==> src/rtl/flit_depacketizer_if.sv <==
// flit_depacketizer_if -- flit ingress and word egress handshakes of flit_depacketizer.
//   flit_in/flit_valid/flit_ready : flit stream {type, cnt, lane[LANES-1]..lane[0]}
//   data_out/data_valid/data_ready: payload word stream
//   packet_end                    : marks the last word of a packet, qualified by data_valid
// Modports: slave = depacketizer side, master = producer/consumer side.
interface flit_depacketizer_if #(
  parameter int unsigned DATA_W = 16,
  parameter int unsigned LANES  = 2
);
  localparam int unsigned CNT_W  = $clog2(LANES + 1);
  localparam int unsigned FLIT_W = 2 + CNT_W + LANES * DATA_W;

  logic [FLIT_W-1:0] flit_in;
  logic              flit_valid;
  logic              flit_ready;
  logic [DATA_W-1:0] data_out;
  logic              data_valid;
  logic              data_ready;
  logic              packet_end;

  modport slave (
    input  flit_in, flit_valid, data_ready,
    output flit_ready, data_out, data_valid, packet_end
  );

  modport master (
    output flit_in, flit_valid, data_ready,
    input  flit_ready, data_out, data_valid, packet_end
  );
endinterface

==> src/rtl/flit_depacketizer.sv <==
// flit_depacketizer -- buffers head/body/tail flits in a small FIFO, strips the head,
// serialises payload lanes (lane 0 first) into DATA_W words and flags the last word.
// Malformed flit sequences raise err_proto instead of being sliced blindly.
// Ports:
//   clk, reset_n (async, active low)
//   bus       : flit_depacketizer_if.slave (flit input / word output handshakes)
//   err_proto : one-cycle pulse on a protocol error
//   err_len   : one-cycle pulse when a packet's word count differs from its head length
// Build option: define DEPKT_LEN_CHECK_EN to enable the length check; otherwise err_len is 0.
module flit_depacketizer #(
  parameter int unsigned DATA_W     = 16,
  parameter int unsigned LANES      = 2,
  parameter int unsigned FIFO_DEPTH = 4
) (
  input  logic                 clk,
  input  logic                 reset_n,
  flit_depacketizer_if.slave   bus,
  output logic                 err_proto,
  output logic                 err_len
);
  localparam int unsigned CNT_W  = $clog2(LANES + 1);
  localparam int unsigned FLIT_W = 2 + CNT_W + LANES * DATA_W;
  localparam int unsigned AW     = $clog2(FIFO_DEPTH);

  typedef enum logic [1:0] {S_HEAD, S_BODY, S_EMIT} state_t;
  typedef enum logic [1:0] {FT_BODY = 2'b00, FT_HEAD = 2'b01, FT_TAIL = 2'b10, FT_RSVD = 2'b11} ftype_t;

  // Flit FIFO; pointers carry an extra wrap bit to tell full from empty.
  logic [FLIT_W-1:0] mem_q [FIFO_DEPTH];
  logic [AW:0]       wr_ptr_q, rd_ptr_q;
  logic              full, empty, push, pop;

  assign empty = (wr_ptr_q == rd_ptr_q);
  assign full  = (wr_ptr_q[AW] != rd_ptr_q[AW]) && (wr_ptr_q[AW-1:0] == rd_ptr_q[AW-1:0]);
  assign bus.flit_ready = reset_n & ~full;
  assign push  = bus.flit_valid & bus.flit_ready;

  always_ff @(posedge clk) begin
    if (push) mem_q[wr_ptr_q[AW-1:0]] <= bus.flit_in;
  end

  logic [FLIT_W-1:0]             cur_flit;
  ftype_t                        cur_type;
  logic [CNT_W-1:0]              cur_cnt;
  logic [LANES-1:0][DATA_W-1:0]  cur_lanes;

  assign cur_flit  = mem_q[rd_ptr_q[AW-1:0]];
  assign cur_type  = ftype_t'(cur_flit[FLIT_W-1 -: 2]);
  assign cur_cnt   = cur_flit[FLIT_W-3 -: CNT_W];
  assign cur_lanes = cur_flit[LANES*DATA_W-1:0];

  state_t                       state_q, state_d;
  logic [LANES-1:0][DATA_W-1:0] hold_q, hold_d;
  logic [CNT_W-1:0]             lane_idx_q, lane_idx_d;
  logic [CNT_W-1:0]             last_lane_q, last_lane_d;
  logic                         tail_q, tail_d;
  logic                         err_proto_q, err_proto_d;
`ifdef DEPKT_LEN_CHECK_EN
  logic [DATA_W-1:0]            len_q, len_d;
  logic [DATA_W-1:0]            wcnt_q, wcnt_d;
  logic                         err_len_q, err_len_d;
`endif

  always_comb begin
    state_d     = state_q;
    hold_d      = hold_q;
    lane_idx_d  = lane_idx_q;
    last_lane_d = last_lane_q;
    tail_d      = tail_q;
    err_proto_d = 1'b0;
    pop         = 1'b0;
`ifdef DEPKT_LEN_CHECK_EN
    len_d       = len_q;
    wcnt_d      = wcnt_q;
    err_len_d   = 1'b0;
`endif
    case (state_q)
      S_HEAD: begin
        if (!empty) begin
          pop = 1'b1;
          if (cur_type == FT_HEAD) begin
            state_d = S_BODY;
`ifdef DEPKT_LEN_CHECK_EN
            len_d  = cur_lanes[0];
            wcnt_d = '0;
`endif
          end else begin
            err_proto_d = 1'b1;
          end
        end
      end
      S_BODY: begin
        if (!empty) begin
          pop = 1'b1;
          case (cur_type)
            FT_BODY: begin
              hold_d      = cur_lanes;
              lane_idx_d  = '0;
              last_lane_d = CNT_W'(LANES - 1);
              tail_d      = 1'b0;
              state_d     = S_EMIT;
            end
            FT_TAIL: begin
              if (cur_cnt != '0 && cur_cnt <= CNT_W'(LANES)) begin
                hold_d      = cur_lanes;
                lane_idx_d  = '0;
                last_lane_d = cur_cnt - CNT_W'(1);
                tail_d      = 1'b1;
                state_d     = S_EMIT;
              end else begin
                err_proto_d = 1'b1;
                state_d     = S_HEAD;
              end
            end
            FT_HEAD: begin
              // Unterminated packet is abandoned; this head opens the next one.
              err_proto_d = 1'b1;
`ifdef DEPKT_LEN_CHECK_EN
              len_d  = cur_lanes[0];
              wcnt_d = '0;
`endif
            end
            default: err_proto_d = 1'b1;
          endcase
        end
      end
      S_EMIT: begin
        if (bus.data_ready) begin
          lane_idx_d = lane_idx_q + CNT_W'(1);
`ifdef DEPKT_LEN_CHECK_EN
          wcnt_d = wcnt_q + DATA_W'(1);
`endif
          if (lane_idx_q == last_lane_q) begin
            state_d = tail_q ? S_HEAD : S_BODY;
`ifdef DEPKT_LEN_CHECK_EN
            if (tail_q && (wcnt_q + DATA_W'(1)) != len_q) err_len_d = 1'b1;
`endif
          end
        end
      end
      default: state_d = S_HEAD;
    endcase
  end

  always_ff @(posedge clk or negedge reset_n) begin
    if (!reset_n) begin
      wr_ptr_q    <= '0;
      rd_ptr_q    <= '0;
      state_q     <= S_HEAD;
      hold_q      <= '0;
      lane_idx_q  <= '0;
      last_lane_q <= '0;
      tail_q      <= 1'b0;
      err_proto_q <= 1'b0;
`ifdef DEPKT_LEN_CHECK_EN
      len_q       <= '0;
      wcnt_q      <= '0;
      err_len_q   <= 1'b0;
`endif
    end else begin
      if (push) wr_ptr_q <= wr_ptr_q + (AW+1)'(1);
      if (pop)  rd_ptr_q <= rd_ptr_q + (AW+1)'(1);
      state_q     <= state_d;
      hold_q      <= hold_d;
      lane_idx_q  <= lane_idx_d;
      last_lane_q <= last_lane_d;
      tail_q      <= tail_d;
      err_proto_q <= err_proto_d;
`ifdef DEPKT_LEN_CHECK_EN
      len_q       <= len_d;
      wcnt_q      <= wcnt_d;
      err_len_q   <= err_len_d;
`endif
    end
  end

  always_comb begin
    bus.data_out = '0;
    for (int unsigned i = 0; i < LANES; i++) begin
      if (lane_idx_q == CNT_W'(i)) bus.data_out = hold_q[i];
    end
  end

  assign bus.data_valid = (state_q == S_EMIT);
  assign bus.packet_end = (state_q == S_EMIT) && tail_q && (lane_idx_q == last_lane_q);
  assign err_proto      = err_proto_q;
`ifdef DEPKT_LEN_CHECK_EN
  assign err_len        = err_len_q;
`else
  assign err_len        = 1'b0;
`endif
endmodule

==> src/flat_wrapper.sv <==
// flat-port wrapper written by rule: the top's interface ports become plain ports
module flit_depacketizer_flat 
#(
  parameter int unsigned DATA_W     = 16,
  parameter int unsigned LANES      = 2,
  parameter int unsigned FIFO_DEPTH = 4
)
  (clk, reset_n, err_proto, err_len, bus_flit_in, bus_flit_valid, bus_data_ready, bus_flit_ready, bus_data_out, bus_data_valid, bus_packet_end);
  flit_depacketizer_if #(.DATA_W(DATA_W), .LANES(LANES)) bus_i ();
  input  logic clk;
  input  logic reset_n;
  output logic err_proto;
  output logic err_len;
  input wire logic [$bits(bus_i.flit_in)-1:0] bus_flit_in;
  input wire logic [$bits(bus_i.flit_valid)-1:0] bus_flit_valid;
  input wire logic [$bits(bus_i.data_ready)-1:0] bus_data_ready;
  output wire logic [$bits(bus_i.flit_ready)-1:0] bus_flit_ready;
  output wire logic [$bits(bus_i.data_out)-1:0] bus_data_out;
  output wire logic [$bits(bus_i.data_valid)-1:0] bus_data_valid;
  output wire logic [$bits(bus_i.packet_end)-1:0] bus_packet_end;
  assign bus_i.flit_in = bus_flit_in;
  assign bus_i.flit_valid = bus_flit_valid;
  assign bus_i.data_ready = bus_data_ready;
  assign bus_flit_ready = bus_i.flit_ready;
  assign bus_data_out = bus_i.data_out;
  assign bus_data_valid = bus_i.data_valid;
  assign bus_packet_end = bus_i.packet_end;
  flit_depacketizer #(.DATA_W(DATA_W), .LANES(LANES), .FIFO_DEPTH(FIFO_DEPTH)) u_core (.clk(clk), .reset_n(reset_n), .bus(bus_i), .err_proto(err_proto), .err_len(err_len));
endmodule
==> config.mk <==
export PLATFORM = sky130hd
export DESIGN_NAME = flit_depacketizer_flat
export DESIGN_NICKNAME = d
export VERILOG_FILES = /design/src/rtl/flit_depacketizer_if.sv /design/src/rtl/flit_depacketizer.sv /design/src/flat_wrapper.sv
export SDC_FILE = /design/constraint.sdc
export NUM_CORES = 1
export LEC_CHECK = 0
export ABC_AREA = 0
export CORE_ASPECT_RATIO = 1.5
export CORE_UTILIZATION = 45
export CTS_BUF_LIST = sky130_fd_sc_hd__clkbuf_4
export DETAILED_ROUTE_END_ITERATION = 10
export DONT_BUFFER_PORTS = 1
export PLACE_DENSITY = 0.64
export SLEW_MARGIN = 30
export SYNTH_ARGS = -nofsm -noshare
export SYNTH_HDL_FRONTEND = slang
export SYNTH_SLANG_ARGS = --single-unit
==> constraint.sdc <==
create_clock -name clk -period 2.65 [get_ports clk]
set_clock_uncertainty 0.1 [all_clocks]
set_input_delay 0.3975 -clock clk [delete_from_list [all_inputs] [get_ports clk]]
set_output_delay 0.3975 -clock clk [all_outputs]
set_load 0.03 [all_outputs]
==> results.toml <==
[sta]
max-slew-margin-rel = 0.521
timing_hold_violations_final = 0
min_period_over_period = 0.966
grt_setup_unrepaired = "true"
worst_slew_pin_slew_ns = 0.713
final.min_clock_period_ns = 2.56
finalSetupViolations = 0
finalWorstSetupSlack_ns = 0.0912
report.final.slew_viol_count = 0
fmax_ghz = 0.391

[clocking]
clock_transition_at_the_register_clock_pins_on_the_worst_setup_and_hold_paths_after_cts_ns = 0.17
clock_path_buffers = 2
clock_latency_ns = 0.56
cts_tree = "done"
ctsRootBufferMaster = "sky130_fd_sc_hd__clkbuf_4"
cts_buffers = 17
cts-htree-levels = 4
cts.sink_count = 190

[global_route]
grt.total_usage = 0.171
grt_overflow_total = 0
first_global_vias = 3931
maximum_number_of_pins_on_one_net_before_global_route_repair = 47
grt_pass1_wl_um = 21300
antenna_found_initial = 1

[detailed_routing]
drc_violation_total_after_the_first_tritonroute_iteration = 164
antenna_left = 0
dr.pass1.iters = 4
route.vias.total = 3658
routed_wire_length_per_instance_um = 19.7
drt_drc_violations_left = 0
via_per_inst = 5.38
detail_route.wirelength_um = 13400

[floorplanning]
initial_core_util = 0.462
core_region_area_mm2 = 0.0162
std_cell_rows = 57
die-area_mm2 = 0.0171
dieWidth_um = 107
die-height_um = 160
floorplan.io_pins = 61

[placement]
routabilityCongestion = 0.744
placedInstanceArea_mm2 = 0.00791
dp_cells = 602
place.port_buffers = 0
dp_hpwl_um = 8320
worst_setup_slack_after_placement_ns = 0.158

[logic_synthesis]
gate_count_of_the_mapped_netlist = 386
post_synth.cell_area_avg_um2 = 19.4
synth_fp_nets = 437
ys.warnings.count = 0
fraction_of_the_yosys_area_taken_by_sequential_cells = 0.732
synth_area_leader_cell = "sky130_fd_sc_hd__edfxtp_1"
synth_area_mm2 = 0.00748
postSynthRegisterBits = 190
yosys-top-cells-area = "sky130_fd_sc_hd__edfxtp_1 58%, sky130_fd_sc_hd__dfrtp_1 15%, sky130_fd_sc_hd__mux4_2 11%, sky130_fd_sc_hd__mux2_2 4.8%, sky130_fd_sc_hd__ha_1 1.8%"
ys_types = 35
synth_largest_type_area_fraction = 0.578

[run_status]
outcome = "finished clean"

[final_layout]
final_cell_area_mm2 = 0.00872
post-route-util = 0.538
finalNetCount = 511
layout-area-overhead-vs-synth_pct = 16.5
drive_gt1_frac = 0.319
final_cells = 680

[min_path]
holdCritPathClass = "in2reg"

[power]
total_power_uw = 9330
power.share.switching = 0.356
intPower_uw = 6010
power.combinational.fraction = 0.391
p_leak_uw = 0.00309
max_ir_drop_vdd_mv = 0.945
clk_network_pwr_share = 0.162
cellPowerDensity_mw_per_mm2 = 1070
p_sw_uw = 3320
seq_power_share = 0.447

[critical_path]
setup.worst_path.start_class = "flop"
critical_path_peak_fanout = 37
timing_worst_setup_path_type = "reg2reg"
worst_ep_required_time_ns = 2.99
cp_data_arrival_time_ns = 2.89
critPathCaptureType = "flop"

[flow_run]
max-cap-violations = 0
power by group through the flow:
stage	clock network (µW)	logic, µW	registers, µW
floorplan	0	2640	4120
global placement	0	3400	4220
detailed placement	0	3460	4250
CTS	1570	3650	4170
global route	1670	3920	4240
finish	1520	3640	4170
what timing repair did:
action,in CTS,in global routing
setup endpoints to repair,14,14
hold endpoints to repair,192,0
hold buffers,39,0
buffers inserted,2,4
resized for setup,6,13
pin swaps,0,1
metrics by stage:
step                      hold slack, ns  TNS (ns)
after global placement           0.00393         0
after global routing              0.0583   -0.0243
after floorplan                  0.00191         0
after CTS                         0.0612   -0.0949
after detailed placement         0.00382         0
final                              0.105         0
registers in the layout, summed over array words and instances (netlist names):
name and count:
u_core.mem_q 144, u_core.hold_q 32, u_core.rd_ptr_q 3, u_core.wr_ptr_q 3, u_core.lane_idx_q 2, u_core.last_lane_q 2
u_core.state_q 2, u_core.err_proto 1, u_core.tail_q 1
final timing paths:
check | slack [ns] | startpoint | end | depth (start not counted)
max reg2reg | 0.09 | u_core.rd_ptr_q[0] | u_core.hold_q[16] | 6
min in group asynchronous | 0.23 | reset_n | u_core.wr_ptr_q[1] | 2
max in group asynchronous | 1.96 | reset_n | u_core.hold_q[3] | 2
min | 0.11 | bus_data_ready | u_core.lane_idx_q[1] | 2
max | 0.09 | u_core.rd_ptr_q[0] | u_core.hold_q[16] | 6
min reg2reg | 0.40 | u_core.wr_ptr_q[2] | u_core.wr_ptr_q[2] | 1
per-layer routing:
| metal | vias up | GRT usage | part of all wire |
|---|---|---|---|
| li1 | 1659 | - | - |
| met4 | 0 | 0.0592 | 0.014 |
| met2 | 69 | 0.315 | 0.57 |
| met3 | 18 | 0.0347 | 0.030 |
| met5 | - | 0 | 0 |
| met1 | 1912 | 0.194 | 0.39 |
cell usage in the layout (no fill, tap or decap), types with 5 or more instances in the layout:
master | synthesis | final
sky130_fd_sc_hd__a22o_2 | 0 | 5
sky130_fd_sc_hd__buf_12 | 0 | 6
sky130_fd_sc_hd__buf_4 | 1 | 25
sky130_fd_sc_hd__clkbuf_4 | 0 | 17
sky130_fd_sc_hd__dfrtp_1 | 46 | 44
sky130_fd_sc_hd__dlygate4sd3_1 | 0 | 38
sky130_fd_sc_hd__edfxtp_1 | 144 | 144
sky130_fd_sc_hd__ha_1 | 11 | 8
sky130_fd_sc_hd__inv_1 | 10 | 10
sky130_fd_sc_hd__inv_8 | 0 | 5
sky130_fd_sc_hd__mux2_2 | 32 | 32
sky130_fd_sc_hd__mux4_2 | 36 | 36
sky130_fd_sc_hd__nand2_1 | 28 | 28
sky130_fd_sc_hd__nor2_1 | 5 | 5
sky130_fd_sc_hd__o21ai_0 | 14 | 10
sky130_fd_sc_hd__xor2_1 | 7 | 7
kinds of logic (layout without fill, tap and decap cells):
group,after synthesis,in the layout,share of synthesized area
AOI/OAI and AO/OA,28,28,0.0259
and+or+nand+nor,46,46,0.0273
buffers and inverters,26,113,0.0177
muxes,74,74,0.165
adders and majority gates,11,11,0.0184
DFF,190,190,0.732
xor gates and xnor gates,10,10,0.0127
other,1,2,0.000501
area by class of cell:
class                   count  area (µm²)
flip-flops and latches    190        5480
inverters                  10        37.5
clock buffers              17         128
clock inverters            15         166
diodes                      1        2.50
well taps                 206         258
multi-input cells         170        1920
fillers                  1287        7470
repair buffers             71         731
cells in the mapped netlist (all sizes together):
master	n
a2111oi	1
a211oi	1
a21boi	1
a21oi	3
a22o	5
a31oi	1
and3	4
and4	1
buf	7
clkbuf	9
conb	1
dfrtp	46
edfxtp	144
ha	11
inv	10
mux2	36
mux2i	2
mux4	36
nand2	28
nand2b	1
nand3	1
nor2	5
nor2b	3
nor3	2
nor4	1
o2111ai	1
o21ai	14
o31ai	1
xnor2	3
xor2	7
critical path: stages (launching register included):
cell and delay [ns]:
sky130_fd_sc_hd__dfrtp_2 0.45, sky130_fd_sc_hd__buf_12 0.12, sky130_fd_sc_hd__mux4_2 0.53, sky130_fd_sc_hd__xnor2_2 0.20
sky130_fd_sc_hd__a2111oi_4 0.37, sky130_fd_sc_hd__buf_12 0.28, sky130_fd_sc_hd__mux2_1 0.37
No activity file was read; power rests on OpenSTA's default activity.
